`src/rtl/arp_resolve.sv`:
```
// ARP initiator: broadcasts an ARP request for a target IPv4, matches the reply and retries on timeout.
// Optional single-entry result cache is built when ARP_CACHE_EN is defined.
module arp_resolve #(
    parameter logic [47:0] MAC_ADDR       = 48'hDEADBEEFCAFE,
    parameter logic [31:0] IP_ADDR        = 32'h69696969,
    parameter int          TIMEOUT_CYCLES = 1_250_000,
    parameter int          MAX_TRIES      = 3
) (
    input  logic        clk,
    input  logic        rst,
    input  logic        req_valid,
    input  logic [31:0] req_ip,
    output logic        req_ready,
    output logic        res_valid,
    output logic [47:0] res_mac,
    output logic        res_err,
    input  logic        rx_done,
    input  logic [15:0] rx_oper,
    input  logic [47:0] rx_sha,
    input  logic [31:0] rx_spa,
    input  logic [31:0] rx_tpa,
    output logic        tx_en,
    output logic [47:0] tx_dest,
    output logic [15:0] tx_ethertype,
    input  logic        tx_send_next,
    output logic        tx_ovalid,
    output logic [7:0]  tx_dout
);

    localparam int TMR_W = $clog2(TIMEOUT_CYCLES + 1);
    localparam int TRY_W = $clog2(MAX_TRIES + 1);

    localparam logic [1:0] S_IDLE = 2'd0;
    localparam logic [1:0] S_SEND = 2'd1;
    localparam logic [1:0] S_WAIT = 2'd2;

    localparam logic [4:0] LAST_BYTE = 5'd27;

    logic [1:0]       state;
    logic [4:0]       idx;
    logic [TMR_W-1:0] timer;
    logic [TRY_W-1:0] tries;
    logic [31:0]      tgt_ip;
    logic [223:0]     frame;

    logic match;
    logic accept;
    logic byte_xfer;
    logic timeout;
    logic last_try;
    logic cache_hit;
    logic [47:0] hit_mac;

    // Request handshake: a request transfers on a cycle where req_valid && req_ready.
    // Payload bytes transfer on a cycle where tx_ovalid && tx_send_next.
    assign accept    = req_valid && req_ready;
    assign byte_xfer = (state == S_SEND) && tx_send_next;
    assign match     = rx_done && (rx_oper == 16'h0002) && (rx_spa == tgt_ip) &&
                       (rx_tpa == IP_ADDR) && ((state == S_SEND) || (state == S_WAIT));
    assign timeout   = (state == S_WAIT) && (timer == TMR_W'(TIMEOUT_CYCLES - 1));
    assign last_try  = (tries == TRY_W'(MAX_TRIES));

    // ARP request payload, byte 0 in the top octet.
    assign frame = {16'h0001, 16'h0800, 8'h06, 8'h04, 16'h0001,
                    MAC_ADDR, IP_ADDR, 48'h0, tgt_ip};

`ifdef ARP_CACHE_EN
    logic        cache_valid;
    logic [31:0] cache_ip;
    logic [47:0] cache_mac;

    assign cache_hit = cache_valid && (cache_ip == req_ip);
    assign hit_mac   = cache_mac;

    always_ff @(posedge clk or negedge rst) begin
        if (!rst) begin
            cache_valid <= 1'b0;
            cache_ip    <= 32'h0;
            cache_mac   <= 48'h0;
        end else if (match) begin
            cache_valid <= 1'b1;
            cache_ip    <= tgt_ip;
            cache_mac   <= rx_sha;
        end else if (timeout && last_try && (cache_ip == tgt_ip)) begin
            cache_valid <= 1'b0;
        end
    end
`else
    assign cache_hit = 1'b0;
    assign hit_mac   = 48'h0;
`endif

    always_ff @(posedge clk or negedge rst) begin
        if (!rst) begin
            state     <= S_IDLE;
            idx       <= 5'd0;
            timer     <= '0;
            tries     <= '0;
            tgt_ip    <= 32'h0;
            res_valid <= 1'b0;
            res_err   <= 1'b0;
            res_mac   <= 48'h0;
        end else begin
            res_valid <= 1'b0;
            res_err   <= 1'b0;
            case (state)
                S_IDLE: begin
                    if (accept) begin
                        tgt_ip <= req_ip;
                        if (cache_hit) begin
                            res_valid <= 1'b1;
                            res_mac   <= hit_mac;
                        end else begin
                            state <= S_SEND;
                            tries <= TRY_W'(1);
                            idx   <= 5'd0;
                        end
                    end
                end
                S_SEND: begin
                    if (match) begin
                        state     <= S_IDLE;
                        res_valid <= 1'b1;
                        res_mac   <= rx_sha;
                    end else if (byte_xfer) begin
                        if (idx == LAST_BYTE) begin
                            state <= S_WAIT;
                            timer <= '0;
                        end else begin
                            idx <= idx + 5'd1;
                        end
                    end
                end
                S_WAIT: begin
                    // A reply arriving on the expiry cycle still wins.
                    if (match) begin
                        state     <= S_IDLE;
                        res_valid <= 1'b1;
                        res_mac   <= rx_sha;
                    end else if (timeout) begin
                        if (last_try) begin
                            state     <= S_IDLE;
                            res_valid <= 1'b1;
                            res_err   <= 1'b1;
                        end else begin
                            state <= S_SEND;
                            tries <= tries + TRY_W'(1);
                            idx   <= 5'd0;
                        end
                    end else begin
                        timer <= timer + TMR_W'(1);
                    end
                end
                default: state <= S_IDLE;
            endcase
        end
    end

    // Held off during the result pulse so a new request starts the cycle after it.
    assign req_ready    = (state == S_IDLE) && !res_valid;
    assign tx_en        = (state == S_SEND);
    assign tx_ovalid    = (state == S_SEND);
    assign tx_dest      = 48'hFFFFFFFFFFFF;
    assign tx_ethertype = 16'h0806;

    always_comb begin
        tx_dout = 8'h00;
        if (state == S_SEND) begin
            tx_dout = frame[{LAST_BYTE - idx, 3'b000} +: 8];
        end
    end

endmodule

```
`config.mk`:
```
export PLATFORM = sky130hd
export DESIGN_NAME = arp_resolve
export DESIGN_NICKNAME = d
export VERILOG_FILES = /design/src/rtl/arp_resolve.sv
export SDC_FILE = /design/constraint.sdc
export NUM_CORES = 1
export LEC_CHECK = 0
export BUFFER_PORTS_ARGS = -buffer_cell sky130_fd_sc_hd__clkbuf_2
export CAP_MARGIN = 20
export CORE_ASPECT_RATIO = 1.2
export CORE_MARGIN = 4
export CORE_UTILIZATION = 48
export DETAILED_ROUTE_END_ITERATION = 6
export GPL_ROUTABILITY_DRIVEN = 0
export PLACE_DENSITY_LB_ADDON = 0.2
export SETUP_SLACK_MARGIN = 0.15
export SLEW_MARGIN = 20
export SYNTH_ARGS = -nofsm -noshare
export SYNTH_HDL_FRONTEND = slang
export SYNTH_SLANG_ARGS = --single-unit
```
`constraint.sdc`:
```
create_clock -name clk -period 2.9 [get_ports clk]
set_input_delay 0.435 -clock clk [delete_from_list [all_inputs] [get_ports clk]]
set_output_delay 0.435 -clock clk [all_outputs]
set_load 0.05 [all_outputs]
```
==> flow_metrics.tcl, run 1 <==
set metrics [dict create \
    outcome "complete, no violations" \
    clock-root-buffer "clkbuf_16" \
    stdcell_count 1007 \
    num_vias 5360 \
    dpl.hpwl_um 13980 \
    synth_area_um2 6625 \
    cp_top_family "buffers and inverters" \
    cpPeakStageDelay_ns 0.38 \
    synth_top_flop_cell "dfrtp_1" \
    overflow 0 \
    syn_inst 609 \
    avgSynthCellArea_um2 10.88 \
    synth_edf_count 0 \
    fp.dieArea_um2 15750 \
    power_frac_comb_pct 43.6 \
    stdcell_area_um2 8147 \
    finalSetupViolations 0 \
    dr.pass1.iters 4 \
    wl_um 17790 \
    finalHoldViolCount 0 \
    cp_cell_sequence "buf_4, ha_1, xnor2_1, buf_4, nor2_1, o21ai_0, a21oi_1, nor2_1, clkbuf_4" \
    reg2regPathDepth 9 \
    start_util_pct 49.62 \
    power.switching_mw 2.522 \
    hold_class "in -> async" \
    ys_top_cells_by_area "dfrtp_1, mux2_2, buf_4" \
    synth_top_area_share_pct 42.30 \
    antenna_found_initial 0 \
    final_common_cell "clkbuf_2" \
    fin_tns_setup_ns 0 \
    grt_pass1_vias 5562 \
    place_inst 991 \
    drt-initial-drc-count 304 \
    swShare_pct 40.39 \
    ys_seq_area_share_pct 42.30 \
    insertion_delay_ns 0.36 \
    required_ns 2.47 \
    cts_tree "done" \
    wire_per_inst_um 17.67 \
    worst_ir_drop_vdd_uv 447.0 \
    worstSetupPathType "reg -> out" \
    clock-sinks 112 \
    clkPwrFrac_pct 22.0 \
    io_pins 290 \
    rsz0062_at_grt "true" \
    worst_pin_slew_ns 1.021 \
    leakage_nw 4.191 \
    placed_cell_area_um2 7755 \
    antenna_cells 0 \
    synth_largest_area_cell "dfrtp_1" \
    reg2reg_from "timer[0]" \
    crit_path_max_fanout 11 \
    ant_nets 0 \
    cp-end-kind "output pin" \
    areaGrowthSynthToFinish_pct 22.97 \
    min_period_over_period_pct 91.77 \
    track_usage_pct 22.44 \
    post-place-ws_ns 0.02277 \
    timing.reg2reg.setup_slack_ns 0.40 \
    fmax_mhz 375.7 \
    fin_ws_ns 0.2385 \
    drive_gt1_share_pct 43.03 \
    powerDensity_nw_per_um2 766.6 \
    sequentialPowerShare_pct 34.4 \
    period_minus_slack_ns 2.661 \
    cts_max_level 3 \
    core_um2 13350 \
    finClkSkew_ns 0.01081 \
    power.total_mw 6.245 \
    startpoint_type "flop" \
    rows 46 \
    clockBufferDepth 2 \
    layout.nets 1015 \
    synth_seq_cells 112 \
    drc_errors 0 \
    drt-vias-per-instance 5.323 \
    maxCapViolCount 0 \
    critPathSlowestCell "dfrtp_1" \
    port_buffers 225 \
    synth-warning-count 0 \
    die_h_um 136.7 \
    grt_max_degree 67 \
    p_int_mw 3.722 \
    post-cts-setup-buffers 0 \
    critPathArrivalTime_ns 2.23 \
    final_cell_mix "clkbuf_2, dfrtp_1, mux2_2" \
    yosysUniqueCellTypes 63 \
    maxSlewHeadroom_pct 31.69 \
    cts_made_buffers 9 \
    die_w_um 115.2 \
    grt_pass1_wl_um 27770 \
    path_clk_slew_ns 0.08 \
    slew_violations 0 \
    crit_buf_inv 3 \
    synthArstFlopShare_pct 100.0 \
    rr_endpoint "timer[19]" \
]
-- cell type report --
| type | count | area (um2) |
|---|---|---|
| clock buffers | 9 | 225.2 |
| clock inverters | 7 | 110.1 |
| fillers | 1125 | 5206 |
| inverters | 20 | 75.07 |
| multi-input cells | 448 | 3385 |
| flip-flops and latches | 112 | 2804 |
| well taps | 168 | 210.2 |
| repair buffers | 243 | 1338 |
-- sequential cells by signal (all words and copies together) (netlist names) --
register / flops
res_valid: 1
state: 2
res_err: 1
res_mac: 48
tgt_ip: 32
idx: 5
timer: 21
tries: 2
-- per-layer routing --
layer	up-vias	part of all wire [%]	global-route usage (%)
li1	2496	-	-
met1	2644	38	26.23
met2	189	54	40.32
met3	31	5.0	4.069
met4	0	2.6	9.002
met5	-	0	0
-- power groups by stage --
stage	combinational, mW	clock (mW)	sequential, mW
5_1_grt	2.95	1.47	2.19
2_1_floorplan	2.09	0	2.06
3_3_place_gp	2.61	0	2.16
3_5_place_dp	2.67	0	2.18
6_report	2.72	1.37	2.15
4_1_cts	2.68	1.41	2.15
-- through the flow --
stage / hold slack [ns] / util, %
6_report: 0.08317 / 61.01
5_1_grt: 0.1262 / 61.01
4_1_cts: 0.09090 / 60.65
3_5_place_dp: 0.4862 / 58.08
3_3_place_gp: 0.4714 / 58.08
2_1_floorplan: 0.1394 / -
-- worst max path at each step --
stage,slack (ns),depth (start not counted),from,to
floorplan,0.17,6,state[1],tx_dout[7]
global placement,0.1,8,rx_oper[4],res_mac[21]
detailed placement,0.02,8,rx_oper[4],res_mac[45]
CTS,0.14,8,idx[2],tx_dout[5]
global route,0.15,9,idx[2],tx_dout[5]
finish,0.24,9,idx[2],tx_dout[3]
-- synth_stat cells, drive strengths merged, types with 6 or more instances --
master  instances
a21oi          19
mux2           80
inv            20
nand4           7
nand3          16
ha             16
clkbuf         14
nand2b          6
nor4bb          7
nor2b          14
dfrtp         112
mux2i          12
o21ai          13
buf            77
nor2           17
nand2          42
nor3            7
xnor2          12
nor4           11
and3           10
o211ai          6
xor2           16
mux4            8
-- kinds of logic (layout without fill, tap and decap cells) --
group           Yosys count  in the layout  share of synthesized area, %
simple gates            157            157                         13.22
xor+xnor                 28             28                         3.702
compound gates           83             83                         8.650
fa+ha+maj                16             16                         3.022
buf+inv                 111            279                         10.86
mux                     100            100                         18.13
other cells               2             64                        0.1134
flops                   112            112                         42.30
-- repair_timing --
action | in CTS | in global routing
hold buffers | 0 | 0
endpoints found under the setup margin | 6 | 76
pin swaps | 0 | 1
resized for setup | 2 | 21
hold endpoints to repair | 0 | 0
(Power assumes the default switching activity.)
==> run 2: changes to the inputs <==
- ABC_AREA: default -> 1
- CORE_UTILIZATION: 48 -> 50
==> run 2 against run 1 <==
Net effect: critical path depth down 1; fmax down 1.4%; highest routed layer unchanged; first-iteration DRC count up 37%.
==> flow_metrics.tcl, run 2 <==
set metrics [dict create \
    fp.dieArea_um2 17000 \
    start_util_pct 51.52 \
    route.met2.wl_um 10630 \
    reg2reg_from "timer[0]" \
    cts_made_buffers 9 \
    die_w_um 119.7 \
    wire_per_inst_um 13.98 \
    maxSlewHeadroom_pct 44.66 \
    syn_inst 1107 \
    grt_pass1_vias 7235 \
    leakage_nw 5.173 \
    overflow 0 \
    synth_common_cells "nand2_1, dfrtp_1, nor2_1" \
    cp-end-kind "output pin" \
    required_ns 2.47 \
    largest_reg_flops 48 \
    maxCapViolCount 0 \
    path_clk_slew_ns 0.09 \
    hold_class "in -> async" \
    ys_top_cells_by_area "dfrtp_1, nand2_1, buf_4" \
    clockBufferDepth 2 \
    dr.pass1.iters 5 \
    cts_max_level 3 \
    drt-vias-per-instance 4.818 \
    top_layer_used "met4" \
    antenna_cells 0 \
    postCtsHoldBufs 0 \
    cp_cell_sequence "ha_1, or2_2, nand2_4, clkinv_4, o31ai_2, nand3_1, a31oi_4, clkbuf_8" \
    crit_cells 8 \
    critPathSlowestCell "dfrtp_2" \
    drive_gt1_share_pct 23.03 \
    startpoint_type "flop" \
    worst_ir_drop_vdd_uv 262.0 \
    timing.reg2reg.setup_slack_ns 0.58 \
    worst_pin_slew_ns 0.8292 \
    final_common_cell "nand2_1" \
    min_period_over_period_pct 93.08 \
    ys_seq_area_share_pct 37.43 \
    io_pins 290 \
    grt_max_degree 60 \
    core_um2 14530 \
    powerDensity_nw_per_um2 363.4 \
    cts_tree "done" \
    num_vias 7386 \
    yosysUniqueCellTypes 43 \
    fin_tns_setup_ns 0 \
    port_buffers 225 \
    insertion_delay_ns 0.37 \
    wl_met1_um 8783 \
    reg_top3 "res_mac (48), tgt_ip (32), timer (21)" \
    regMostFlops "res_mac" \
    fmax_mhz 370.5 \
    clock-sinks 112 \
    yosysMostFrequentCell "nand2_1" \
    dpl.hpwl_um 16860 \
    synth_top_flop_cell "dfrtp_1" \
    met3_length_um 1409 \
    startpoint "idx[3]" \
    drt-initial-drc-count 416 \
    rsz0062_at_grt "true" \
    antenna_found_initial 0 \
    synth_seq_cells 112 \
    crit_path_max_fanout 10 \
    stdcell_count 1533 \
    cp_top_family "simple AND/OR/NAND/NOR gates" \
    synth_area_um2 7487 \
    layout.nets 1509 \
    clock-root-buffer "clkbuf_16" \
    cpPeakStageDelay_ns 0.46 \
    finalHoldViolCount 0 \
    worstSetupPathType "reg -> out" \
    final_cell_mix "nand2_1, clkbuf_2, nor2_1, dfrtp_1, inv_1" \
    synth_top_area_share_pct 37.43 \
    finClkSkew_ns 0.02071 \
    ant_nets 0 \
    synth_edf_count 0 \
    synthArstFlopShare_pct 100.0 \
    synth_largest_area_cell "dfrtp_1" \
    wl_um 21440 \
    rows 48 \
    crit_buf_inv 2 \
    drc_errors 0 \
    areaGrowthSynthToFinish_pct 20.92 \
    place_inst 1511 \
    grt_pass1_wl_um 34430 \
    finalSetupViolations 0 \
    rr_endpoint "timer[16]" \
    synth-warning-count 0 \
    slew_violations 0 \
    crit_path_end "tx_dout[5]" \
    die_h_um 142.1 \
    period_minus_slack_ns 2.699 \
    track_usage_pct 25.00 \
    reg2regPathDepth 12 \
    outcome "complete, no violations" \
    avgSynthCellArea_um2 6.763 \
    critPathArrivalTime_ns 2.26 \
]
## run 2: cell count changes after synthesis, moves of 11 or more
| cell | before | now |
|---|---|---|
| nand2_1 | 41 | 423 |
| nor2_1 | 17 | 112 |
| inv_1 | 20 | 104 |
| mux2_2 | 80 | 0 |
| o21ai_0 | 13 | 71 |
| nand3_1 | 16 | 32 |
| nor2b_1 | 14 | 0 |
| mux2i_1 | 12 | 0 |
| inv_2 | 0 | 11 |
## run 2: worst min path at each step
stage	startpoint	end	cells after the start
floorplan	rst	idx[0]	0
global placement	res_mac[2]	res_mac[2]	2
detailed placement	res_mac[43]	res_mac[43]	2
CTS	rst	tgt_ip[6]	1
global route	rst	tgt_ip[6]	1
finish	rst	res_mac[29]	1
## run 2: what timing repair did
item                       4_1_cts  5_1_grt
pin swaps                        1        2
buffers inserted                 0        6
setup endpoints to repair        8        5
gates resized for setup         15        5
hold endpoints to repair         0        0
## run 2: final cells by class
| class | instances | area (um2) |
|---|---|---|
| clock buffers | 9 | 225.2 |
| inverters | 118 | 456.7 |
| well taps | 200 | 250.2 |
| flip-flops and latches | 112 | 2804 |
| clock inverters | 7 | 93.84 |
| multi-input cells | 841 | 3899 |
| fillers | 1457 | 5480 |
| repair buffers | 246 | 1325 |
## run 2: metal layers
| layer | global-route usage, % | vias to the layer above |
|---|---|---|
| met4 | 9.288 | 0 |
| met5 | 0 | - |
| li1 | - | 3758 |
| met2 | 44.55 | 274 |
| met3 | 4.771 | 41 |
| met1 | 30.09 | 3313 |
## run 2: cell families after synthesis
kind of cell	synth area share, %
other cells	0.1003
fa+ha+maj	2.674
flops	37.43
xor+xnor	1.872
buf+inv	14.87
compound gates	8.690
simple gates	34.36
## run 2: where the power goes
part | total, mW | internal (mW) | switching, mW
logic | 0.414 | 0.109 | 0.305
clock network | 1.32 | 0.635 | 0.682
registers | 1.56 | 1.56 | 0
## run 2: worst reg2reg max path, delay by kind of cell (launching register included)
family        cells  cell delay (ns)
simple gates     10             1.47
fa+ha+maj         1             0.27
flops             1             0.43
buf+inv           1             0.09
## run 2: metrics by stage
stage	setup slack, ns	instance area [um2]	total power [mW]	hold slack [ns]	util (%)
floorplan	-0.01893	7782	1.898	0.1394	-
global placement	0.1962	8617	2.001	0.4616	59.29
detailed placement	0.1504	8617	2.004	0.4637	59.29
CTS	0.1453	8987	3.315	0.1274	61.84
global route	0.1227	9054	3.414	0.1549	62.29
finish	0.2007	9054	3.290	0.1131	62.29
